## src/rtl/regfile_arbiter.sv

```systemverilog
// Two-requester round-robin arbiter in front of a 4x5 register set: IDLE -> ACCESS -> RESP.
// Optional write-to-read forwarding is enabled by defining REGFILE_ARBITER_BYPASS_EN.
module regfile_arbiter (
  input  logic       clk,
  input  logic       rst_n,
  input  logic       req0,
  input  logic       req1,
  input  logic       we0,
  input  logic       we1,
  input  logic [1:0] ra0,
  input  logic [1:0] rb0,
  input  logic [1:0] ra1,
  input  logic [1:0] rb1,
  input  logic [1:0] wr0,
  input  logic [1:0] wr1,
  input  logic [4:0] wrd0,
  input  logic [4:0] wrd1,
  output logic       ack0,
  output logic       ack1,
  output logic [4:0] rd_a,
  output logic [4:0] rd_b,
  output logic       busy,
  output logic [1:0] Ra,
  output logic [1:0] Rb,
  output logic [1:0] Wr,
  output logic [4:0] Wrd,
  output logic       reg_en,
  input  logic [4:0] a,
  input  logic [4:0] b
);

  typedef enum logic [1:0] {IDLE, ACCESS, RESP} state_t;

  typedef struct packed {
    logic       we;
    logic [1:0] ra;
    logic [1:0] rb;
    logic [1:0] wr;
    logic [4:0] wrd;
  } req_t;

  state_t     state, state_nxt;
  req_t [1:0] req_in;
  req_t       cur;
  logic       owner;
  logic       last;
  logic       any_req;
  logic       gnt_id;
  logic       take;
  logic [4:0] fwd_a, fwd_b;

  assign req_in[0] = {we0, ra0, rb0, wr0, wrd0};
  assign req_in[1] = {we1, ra1, rb1, wr1, wrd1};
  assign any_req   = req0 | req1;

  // Requester 0 wins if it is alone, or on a tie when 1 was granted last.
  assign gnt_id = (req0 && (!req1 || last)) ? 1'b0 : 1'b1;
  assign take   = (state == IDLE) && any_req;

  always_comb begin
    state_nxt = state;
    case (state)
      IDLE:    if (any_req) state_nxt = ACCESS;
      ACCESS:  state_nxt = RESP;
      RESP:    state_nxt = IDLE;
      default: state_nxt = IDLE;
    endcase
  end

  always_ff @(posedge clk or negedge rst_n) begin
    if (!rst_n) state <= IDLE;
    else        state <= state_nxt;
  end

  // Winner fields are frozen at grant so requester changes mid-transaction are ignored.
  always_ff @(posedge clk or negedge rst_n) begin
    if (!rst_n) begin
      cur   <= '0;
      owner <= 1'b0;
      last  <= 1'b1;
    end else if (take) begin
      cur   <= req_in[gnt_id];
      owner <= gnt_id;
      last  <= gnt_id;
    end
  end

`ifdef REGFILE_ARBITER_BYPASS_EN
  assign fwd_a = (cur.we && (cur.ra == cur.wr)) ? cur.wrd : a;
  assign fwd_b = (cur.we && (cur.rb == cur.wr)) ? cur.wrd : b;
`else
  assign fwd_a = a;
  assign fwd_b = b;
`endif

  // Read data is sampled on the same edge the write commits, so a/b are pre-write.
  always_ff @(posedge clk or negedge rst_n) begin
    if (!rst_n) begin
      rd_a <= '0;
      rd_b <= '0;
    end else if (state == ACCESS) begin
      rd_a <= fwd_a;
      rd_b <= fwd_b;
    end
  end

  assign busy   = (state != IDLE);
  assign reg_en = (state == ACCESS) && cur.we;
  assign ack0   = (state == RESP) && !owner;
  assign ack1   = (state == RESP) && owner;
  assign Ra     = cur.ra;
  assign Rb     = cur.rb;
  assign Wr     = cur.wr;
  assign Wrd    = cur.wrd;

endmodule

```

## config.mk

```make
export PLATFORM = sky130hd
export DESIGN_NAME = regfile_arbiter
export DESIGN_NICKNAME = d
export VERILOG_FILES = /design/src/rtl/regfile_arbiter.sv
export SDC_FILE = /design/constraint.sdc
export NUM_CORES = 1
export LEC_CHECK = 0
export ABC_AREA = 1
export CAP_MARGIN = 20
export CELL_PAD_IN_SITES_DETAIL_PLACEMENT = 0
export CELL_PAD_IN_SITES_GLOBAL_PLACEMENT = 1
export CORE_AREA = 2 2 77 79
export CTS_CLUSTER_DIAMETER = 40
export DETAILED_ROUTE_END_ITERATION = 8
export DIE_AREA = 0 0 79 81
export GPL_ROUTABILITY_DRIVEN = 0
export PLACE_DENSITY_LB_ADDON = 0.05
export SLEW_MARGIN = 5
export SYNTH_ARGS = -nofsm -noshare
export SYNTH_HDL_FRONTEND = slang
export SYNTH_SLANG_ARGS = --single-unit
```

## constraint.sdc

```tcl
create_clock -name clk -period 1.1 [get_ports clk]
set_clock_uncertainty 0.1 [all_clocks]
set_input_delay 0.22 -clock clk [delete_from_list [all_inputs] [get_ports clk]]
set_output_delay 0.22 -clock clk [all_outputs]
set_load 0.02 [all_outputs]
```

Word-level counts from Yosys, hierarchy flattened --
Cells that the tools add are included. Widths: inputs -> output; s select.
Word-level totals: register bits 26, input bits 38, output and inout port bits 25, word-level logic and storage cells 30
Operators by class: $lt $le $gt $ge 1, equal/unequal tests 3, multiplexer cells 5, bitwise gates (word level) 1, reductions and logical operators 10
Operators by type and width (count):
- $mux 12 | 2
- $logic_and 1x1->1 | 5
- $pmux 2 s2 | 1
- $eq 2x1->1 const B | 1
- $eq 2x2->1 const B | 1
- $logic_not 1->1 | 2
- $logic_not 2->1 | 1
- $lt 1x2->1 const B | 1
- $mux 2 | 1
- $ne 2x2->1 const B | 1
- $reduce_bool 2->1 | 1
- $logic_or 1x1->1 | 1
- $mux 1 | 1
- $or 1x1->1 | 1

Logic depth before layout (Yosys ltp) --
Gate-level depths: netlist (run 1).
depth after elaboration 6, mapped depth 7

Worst setup path before layout (run 1) --
OpenSTA, ideal clock, no wires.
kind reg-to-output, start reg state[1], end out reg_en, arrival 1.020 ns, data required time 0.780 ns, slack -0.240 ns, cell stages (with the launch flop) 5, path buffers 1, path through dfrtp_1 -> inv_1 -> nand2_1 -> clkbuf_1 -> nor2_1
On the way: word-level cells in the longest chain between the ends 2
RTL lines:
- from (decl) | line 42 | state_t state, state_nxt;
- from (signal assigned) | line 72 | else state <= state_nxt;
- $eq 2x1->1 | line 108 | assign reg_en = (state == ACCESS) && cur.we;
- $logic_and 1x1->1 | line 108
- to (decl) | line 27 | output logic reg_en,
No other way between the ends.

Worst setup path in the final report (run 1) --
start reg state[0], end out ack0
On the way: word-level cells in the longest chain between the ends 2
RTL lines:
- $eq 2x2->1 | line 109 | assign ack0 = (state == RESP) && !owner;
- $logic_and 1x1->1 | line 109
- to (decl) | line 18 | output logic ack0,
No other way between the ends.

==> results of run 1 <==
through the flow:
step                TNS, ns  instance area [um^2]  utilization  cells  setup WS [ns]
floorplan             -1.45                  1370            -    177         -0.118
global placement     -14.47                  2130        0.376    315         -0.516
detailed placement   -14.69                  2130        0.376    315         -0.525
CTS                   -6.43                  2290        0.403    326         -0.304
global route          -8.72                  2450        0.432    334         -0.326
finish                -5.87                  2450        0.432    334         -0.277
critical path, stage by stage (launching register included):
cell	delay, ns
sky130_fd_sc_hd__dfrtp_2	0.45
sky130_fd_sc_hd__nor3_2	0.18
sky130_fd_sc_hd__buf_4	0.16
power by group through the flow:
stage | Combinational (uW) | Sequential [uW] | Clock (uW)
after global routing | 4500 | 1850 | 628
after CTS | 3690 | 1800 | 593
final | 4140 | 1800 | 551
after detailed placement | 3340 | 1710 | 0
after floorplan | 1750 | 1890 | 0
after global placement | 3310 | 1700 | 0
cell type report:
type | count | area [um^2]
Fill cell | 574 | 3220
Inverter | 31 | 125
Tap cell | 75 | 93.8
Sequential cell | 26 | 653
Multi-Input combinational cell | 102 | 552
Timing Repair inverter | 1 | 7.51
Clock buffer | 4 | 45.0
Timing Repair Buffer | 95 | 976
cells by family after synthesis:
kind of cell,share of synthesized area
compound gates,0.00749
buf+inv,0.184
flops,0.488
simple gates,0.321
registers in the layout (all words and copies together), names as in the netlist:
signal  cells
Ra          2
Rb          2
Wr          2
Wrd         5
cur         1
last        1
owner       1
rd_a        5
rd_b        5
state       2
what timing repair did:
| action | in CTS | in global routing |
|---|---|---|
| pin swaps | 1 | 13 |
| setup buffers | 6 | 7 |
| resized for setup | 160 | 22 |
| endpoints found under the setup margin | 51 | 51 |
| endpoints found under the hold margin | 0 | 0 |
| gates cloned | 1 | 1 |
placed cells by master, fill, tap and decap left out, drive strengths merged:
master and n:
clkdlybuf4s50 37, clkinvlp 2, nand3 24, o21ai 2
dfstp 1, dfrtp 25, nor3 2, nor2 3
inv 30, buf 57, nand2 71, clkbuf 5
worst paths after layout:
kind | depth (start not counted) | slack, ns | start | end
setup / recovery | 2 | -0.28 | state[0]$_DFFE_PN0P_ | ack0
hold / removal | 2 | 0.29 | rst_n | rd_b[0]$_DFFE_PN0N_
setup reg to reg | 8 | -0.26 | state[1]$_DFFE_PN0P_ | Wrd[1]$_DFFE_PN0P_
hold reg to reg | 2 | 0.39 | last$_DFFE_PN1P_ | last$_DFFE_PN1P_
max in group asynchronous | 2 | 0.47 | rst_n | state[0]$_DFFE_PN0P_
min in group clk | 2 | 0.39 | last$_DFFE_PN1P_ | last$_DFFE_PN1P_
metal layers:
layer / GRT usage / routed length (um) / vias to the layer above
li1: - / - / 674
met1: 0.148 / 1660 / 605
met2: 0.218 / 2000 / 46
met3: 0.0178 / 191 / 2
met4: 0.0345 / 23 / 0
met5: 0 / 0 / -
==> flow_summary.toml, run 1 <==
[yosys]
number_of_synthesized_flops_with_an_enable_pin = 0
yosys.cell_types.count = 16
syn-instance-count = 177
async_flop_share = 1.00
syn_area_per_cell_um2 = 7.55
synth.ff_latch_count = 26
yosys.cell_count.top_type = "sky130_fd_sc_hd__nand2_1"
ys_seq_area_frac = 0.488
post_synth_main_area_contributors = "sky130_fd_sc_hd__dfrtp_1, sky130_fd_sc_hd__nand2_1, sky130_fd_sc_hd__nand3_1"
synth.top_cells.by_count = "sky130_fd_sc_hd__nand2_1, sky130_fd_sc_hd__inv_1, sky130_fd_sc_hd__dfrtp_1, sky130_fd_sc_hd__nand3_1, sky130_fd_sc_hd__buf_4"
yosys_most_used_dff = "sky130_fd_sc_hd__dfrtp_1"
mappedNetlistArea_um2 = 1340
syn_nets = 215
share_of_the_synthesized_area_in_the_top_cell_type = 0.468
synth.largest_area_cell = "sky130_fd_sc_hd__dfrtp_1"
synthesis.yosys.warnings = 0

[sta]
setup_viol_count_final = 51
grt_setup_unrepaired = "yes"
postLayoutSetupSlackWorst_ns = -0.277
fmax_mhz = 726
final_max_slew_viol_count = 0
hold_viol = 0
period_needed_ns = 1.38
worst_slew_pin_slew_ns = 0.307
max_slew_margin = 0.795
finalHoldWorstSlack_ns = 0.286
final.period_utilization = 1.25

[global_route]
grt_antenna_before_repair = 0
number_of_global_route_vias_before_repair = 1280
grt_start_max_net_pins = 19
grt_use_total = 0.120
grt_pass1_wl_mm = 6.06
grt_overflow_total = 0

[clock_tree]
cts_hold_buf = 0
clockRootBuffer = "sky130_fd_sc_hd__clkbuf_8"
clock_path_buffers = 2
tritoncts.num_buffers = 3
clock_insertion_delay_worst_skew_ns = 0.26
cts_sinks = 26
cts_tree = "yes"
cts_max_level = 1
clk_pin_slew_ns = 0.09

[worst_setup_path]
start_kind = "flip-flop"
timing.critical_path.required_ns = 0.78
cp_data_arrival_time_ns = 1.06
criticalPathCategory = "flip-flop to output pin"
timing.critical_path.fanout_max = 4
critical_path.endpoint_type = "output pin"

[run_status]
violations = "negative setup slack"
run_status = "complete, but fails checks"

[floorplan]
design.portCount = 63
die_width_um = 79
floorplan.core_area_um2 = 5680
initial_core_util = 0.235
die_extent_in_y_um = 81
die_area_um2 = 6400
row_count = 28

[drt]
drc = 0
finalWirelength_mm = 3.87
dr_total_vias = 1327
first_pass_iters = 4
wire_per_inst_um = 11.6
route.antenna.remaining_nets = 0
drt_iter0_markers = 35
avgViaCountPerCell = 3.97

[place]
detailed_place_hpwl_mm = 2.67
io_buffers = 62

[worst_hold_path]
hp-class = "input port to async pin"

[final_layout]
number_of_antenna_cells_inserted = 0
post_route_cells_drive_above_1_share = 0.359
nets = 298
area.growth.synth_to_final_pct = 83.5

[pwr]
power_leakage_uw = 0.00128
switching_share = 0.400
seq_power_share = 0.277
power-per-cell-area_nw_per_um2 = 2650
design_internal_power_uw = 3890
clock_power_share = 0.085
comb_power_share = 0.638
net-switching-power_uw = 2600
post-layout-total-power_uw = 6490
power.ir.vdd_worst_v = 0.00101

[run]
max-cap-violations = 0
Note: power is estimated with default switching activity, not from simulation.
==> inputs of run 2 (changes only) <==
- CTS_CLUSTER_SIZE: default -> 10
==> results of run 2 <==
No change in the layout: final DEF, timing and power equal those of run 1.
==> inputs of run 3 (changes only) <==
- RECOVER_POWER: default -> 50
- SETUP_SLACK_MARGIN: default -> 0.5
==> run 3 against run 2 <==
Compared with the run above:
- the run still ends with negative setup slack left
- hold slack lost 0.21 ns
- sequential power grew 2%
- first-iteration DRC count grew 5.7%
- die area is the same
==> flow_summary.toml, run 3 (synthesis gave the netlist of run 1 again) <==
[floorplan]
die_extent_in_y_um = 81
initial_core_util = 0.235
die_width_um = 79
design.portCount = 63
floorplan.core_area_um2 = 5680
die_area_um2 = 6400
row_count = 28

[pwr]
power.ir.vdd_worst_v = 0.000947
power-per-cell-area_nw_per_um2 = 2640
power_leakage_uw = 0.00125

[sta]
worst_slew_pin_slew_ns = 0.781
grt_setup_unrepaired = "yes"
hold_viol = 0
setup_viol_count_final = 50
period_needed_ns = 1.42
postLayoutSetupSlackWorst_ns = -0.321
max_slew_margin = 0.479
fmax_mhz = 704
final.period_utilization = 1.29
final_max_slew_viol_count = 0

[clock_tree]
cts_max_level = 1
tritoncts.num_buffers = 3
clock_path_buffers = 2
clk_pin_slew_ns = 0.10
cts_tree = "yes"
clockRootBuffer = "sky130_fd_sc_hd__clkbuf_8"
clock_insertion_delay_worst_skew_ns = 0.28
cts_sinks = 26

[drt]
finalWirelength_mm = 3.82
drc = 0
first_pass_iters = 4
dr_total_vias = 1295
avgViaCountPerCell = 3.95
drt_iter0_markers = 37
top_signal_layer_used = "met4"
wl_met3_um = 192
met2_routed_wl_mm = 1.92
met1_length_mm = 1.66
wire_per_inst_um = 11.7
route.antenna.remaining_nets = 0

[worst_setup_path]
crit-reg2reg-launch = "state[1]$_DFFE_PN0P_"
critical_path.endpoint_type = "output pin"
timing.critical_path.from = "state[1]$_DFFE_PN0P_"
criticalPathCategory = "flip-flop to output pin"
timing.critical_path.required_ns = 0.78
start_kind = "flip-flop"
cp_data_arrival_time_ns = 1.10
timing.critical_path.fanout_max = 4

[run_status]
run_status = "complete, but fails checks"
violations = "negative setup slack"

[final_layout]
area.growth.synth_to_final_pct = 82.4
layout_common_cells = "sky130_fd_sc_hd__nand2_1, sky130_fd_sc_hd__clkdlybuf4s50_1, sky130_fd_sc_hd__buf_6"
nFillCells = 585
layout_commonest_cell = "sky130_fd_sc_hd__nand2_1"
nets = 292
post_route_cells_drive_above_1_share = 0.375
number_of_antenna_cells_inserted = 0
multiInputGateArea_um2 = 547
regArea_um2 = 666
post_route_cell_area_um2 = 2440

[place]
placed_area_um2 = 2100
io_buffers = 62
detailed_place_hpwl_mm = 2.65
dp_slack_ns = -0.498

[run]
max-cap-violations = 0

[worst_hold_path]
hp-class = "input port to async pin"

[global_route]
grt_use_total = 0.123
grt_start_max_net_pins = 15
grt_overflow_total = 0
number_of_global_route_vias_before_repair = 1250
grt_pass1_wl_mm = 6.02
grt_antenna_before_repair = 0
[run 3: power by group]
| group | switching (uW) | total [uW] | internal [uW] |
|---|---|---|---|
| sequential | 360 | 1840 | 1480 |
| combinational | 1900 | 3970 | 2070 |
| clock | 309 | 629 | 320 |
| total | 2570 | 6450 | 3880 |
[run 3: worst paths after layout]
path	endpoint	slack (ns)	cells past startpoint
max in group asynchronous	rd_b[1]$_DFFE_PN0N_	0.16	2
hold / removal	state[0]$_DFFE_PN0P_	0.07	2
min in group clk	rd_a[2]$_DFFE_PN0N_	0.38	3
setup / recovery	reg_en	-0.32	4
setup reg to reg	cur[11]$_DFFE_PN0P_	-0.31	9
hold reg to reg	rd_b[3]$_DFFE_PN0N_	0.41	2
[run 3: area by class of cell]
| type | instances | area share |
|---|---|---|
| inverters | 31 | 0.0524 |
| flip-flops and latches | 26 | 0.273 |
| clock buffers | 4 | 0.0226 |
| well taps | 75 | 0.0385 |
| multi-input cells | 102 | 0.224 |
| repair inverters | 1 | 0.00308 |
| repair buffers | 89 | 0.386 |
[run 3: timing repair]
item | in CTS | in global routing
hold endpoints to repair | 12 | 0
pin swaps | 6 | 9
gates resized for setup | 178 | 9
setup buffers | 7 | 3
gates cloned | 3 | 0
endpoints found under the setup margin | 52 | 51
[run 3: through the flow]
| step | util | setup TNS [ns] | hold slack [ns] | total power [uW] | instances |
|---|---|---|---|---|---|
| global placement | 0.370 | -13.92 | 0.366 | 4900 | 311 |
| CTS | 0.422 | -7.13 | -0.0146 | 6380 | 325 |
| detailed placement | 0.370 | -14.37 | 0.369 | 4940 | 311 |
| finish | 0.429 | -7.45 | 0.0726 | 6450 | 328 |
| floorplan | - | -1.08 | -0.176 | 3750 | 177 |
| global route | 0.429 | -10.12 | 0.0934 | 6900 | 328 |
[run 3: critical path: stages (launching register included)]
cell and delay [ns]:
sky130_fd_sc_hd__dfrtp_1 0.39, sky130_fd_sc_hd__inv_2 0.12, sky130_fd_sc_hd__nand2_2 0.10, sky130_fd_sc_hd__nor2_4 0.09, sky130_fd_sc_hd__buf_6 0.12
[run 3: metal layers]
layer | track usage | up-vias
li1 | - | 665
met1 | 0.154 | 585
met2 | 0.212 | 40
met3 | 0.0211 | 5
met4 | 0.0466 | 0
met5 | 0 | -
==> edit, RTL diff (config.mk and constraints of run 1) <==
The 3 states of `state_t` get a one-hot encoding in 3 bits.
--- a/src/rtl/regfile_arbiter.sv
+++ b/src/rtl/regfile_arbiter.sv
@@ -29,7 +29,7 @@
   input  logic [4:0] b
 );
 
-  typedef enum logic [1:0] {IDLE, ACCESS, RESP} state_t;
+  typedef enum logic [2:0] {IDLE = 3'b001, ACCESS = 3'b010, RESP = 3'b100} state_t;
 
   typedef struct packed {
     logic       we;
Formal check against the unedited RTL: no difference found for any inputs over 10 cycles, from zero or initial values and one cycle with rst_n low; not proved beyond that.
==> edit against run 1 <==
The run still ends with setup timing left. Worst hold slack got worse by 68 ps. Routed wire length is 3.3% lower. Cell count rose by 2.4%. Highest routed layer unchanged. Cell area is 0.92% higher. Area after synthesis increased by 5.7%. Global-route usage about the same. Worst setup slack got worse by 84 ps. Largest power group unchanged. Power shrank 0.86%. Sequential cell count increased by 1.
==> edit: results (changes against run 1) <==
{
  "area_share_clock_buf_inv": {"value": 1.82, "unit": "%", "change": "-0.017 points"},
  "yosys-top-cells-area": "dfrtp_1 (44%), nand2_1 (18%), nand3_1 (8.9%)",
  "pin_count_of_the_biggest_net_entering_global_routing": {"value": 28, "change": "+9"},
  "met1_usage": {"value": 14.4, "unit": "%", "change": "-0.44 points"},
  "synthTopCellsByCount": "nand2_1 (69), inv_1 (30), dfrtp_1 (25), nand3_1 (25), buf_4 (12)",
  "final-nonclk-buf-share": {"value": 39.2, "unit": "%", "change": "-0.61 points"},
  "viasPerCell": {"value": 3.99, "change": "+0.38%"},
  "place_area": {"value": 2170, "unit": "um^2", "change": "+1.9%"},
  "area_delta_synth_final_pct": 75.2,
  "sinks_on_clock_net": {"value": 27, "change": "+3.8%"},
  "grt_pass1_wl": {"value": 6150, "unit": "um", "change": "+1.5%"},
  "grtUsageMet3": {"value": 2.00, "unit": "%", "change": "+0.22 points"},
  "leakage": {"value": 1.28, "unit": "nW", "change": "about the same"},
  "vias": {"value": 1364, "change": "+2.8%"},
  "max-vdd-ir-drop": {"value": 841, "unit": "uV", "change": "-17%"},
  "final_nets": {"value": 306, "change": "+2.7%"},
  "all_layer_global_routing_usage": {"value": 12.0, "unit": "%", "change": "+0.035 points"},
  "yosysSeqAreaShare": {"value": 48.0, "unit": "%", "change": "-0.78 points"},
  "number_of_non_clock_buffers": {"value": 98, "change": "+3.2%"},
  "place_inst": {"value": 321, "change": "+1.9%"},
  "place_hpwl": {"value": 2700, "unit": "um", "change": "+1.1%"},
  "violations": "setup timing",
  "grt_antenna_before_repair": {"value": 0, "change": "unchanged"},
  "final.setup.tns": {"value": -9080, "unit": "ps", "change": "-3210 ps"},
  "finalSetupViolations": {"value": 52, "change": "+2.0%"},
  "status": "complete, but fails checks",
  "cp_max_fanout": {"value": 2, "change": "-2"},
  "register_area": {"value": 679, "unit": "um^2", "change": "+4.0%"},
  "final.fill_count": {"value": 594, "change": "+3.5%"},
  "synthesis.area": {"value": 1410, "unit": "um^2", "change": "+5.7%"},
  "totalWireLength": {"value": 3740, "unit": "um", "change": "-3.3%"},
  "final.setup.worst_slack": {"value": -362, "unit": "ps", "change": "-84.3 ps"},
  "layout_cell_share_with_drive_strength_beyond_1": {"value": 35.2, "unit": "%", "change": "-0.70 points"},
  "synth_area_per_cell": {"value": 7.76, "unit": "um^2", "change": "+2.8%"},
  "synth_seq_cells": {"value": 27, "change": "+3.8%"},
  "grtUsageMet2": {"value": 22.7, "unit": "%", "change": "+0.93 points"},
  "worst_slew_pin_slew": {"value": 281, "unit": "ps", "change": "-26.0 ps"},
  "net_count_of_the_mapped_netlist": {"value": 220, "change": "+2.3%"}
}
[edit: cell count changes after synthesis, sizes merged]
cell | run 1 | this run
nand3 | 24 | 27
nor3 | 2 | 0
nand3b | 0 | 1
nand2 | 71 | 69
nor2 | 3 | 7
dfstp | 1 | 2
[edit: metal layers]
metal	vias to the layer above	routed length (um)
li1	705	-
met1	622	1630
met2	35	1920
met3	2	177
met4	0	13
met5	-	0
[edit: logic make-up (layout without fill, tap and decap cells)]
| kind of cell | count (synthesis) | in the layout | share of synthesized area, % |
|---|---|---|---|
| compound gates | 2 | 2 | 0.709 |
| flops | 27 | 27 | 48.0 |
| simple gates | 104 | 104 | 32.6 |
| buf+inv | 49 | 134 | 18.7 |
[edit: worst max-delay path, cell delays in order (launching register included)]
cell     delay, ps
dfstp_2        570
buf_6          110
nand3_4         60
buf_6          140
[edit: path summary, 6_finish.rpt]
check / from / endpoint / slack, ps / cells past startpoint
max: state[0] / busy / -360 / 3
min: rst_n / Ra[1] / 220 / 2
max reg2reg: state[0] / owner / -340 / 7
min reg2reg: rd_b[3] / rd_b[3] / 420 / 2
max in group asynchronous: rst_n / state[0] / 450 / 2
min in group clk: a[3] / rd_a[3] / 390 / 3
[edit: power breakdown]
part / switching (mW) / total [mW] / internal [mW]
clock network: 0.294 / 0.553 / 0.259
logic: 1.88 / 4.00 / 2.12
registers: 0.357 / 1.88 / 1.52
[edit: timing repair]
| item | 4_1_cts | 5_1_grt |
|---|---|---|
| cloned | 1 | 0 |
| endpoints found under the hold margin | 0 | 0 |
| pin swaps | 2 | 2 |
| resized for setup | 167 | 11 |
| setup buffers | 8 | 8 |
| endpoints found under the setup margin | 52 | 52 |
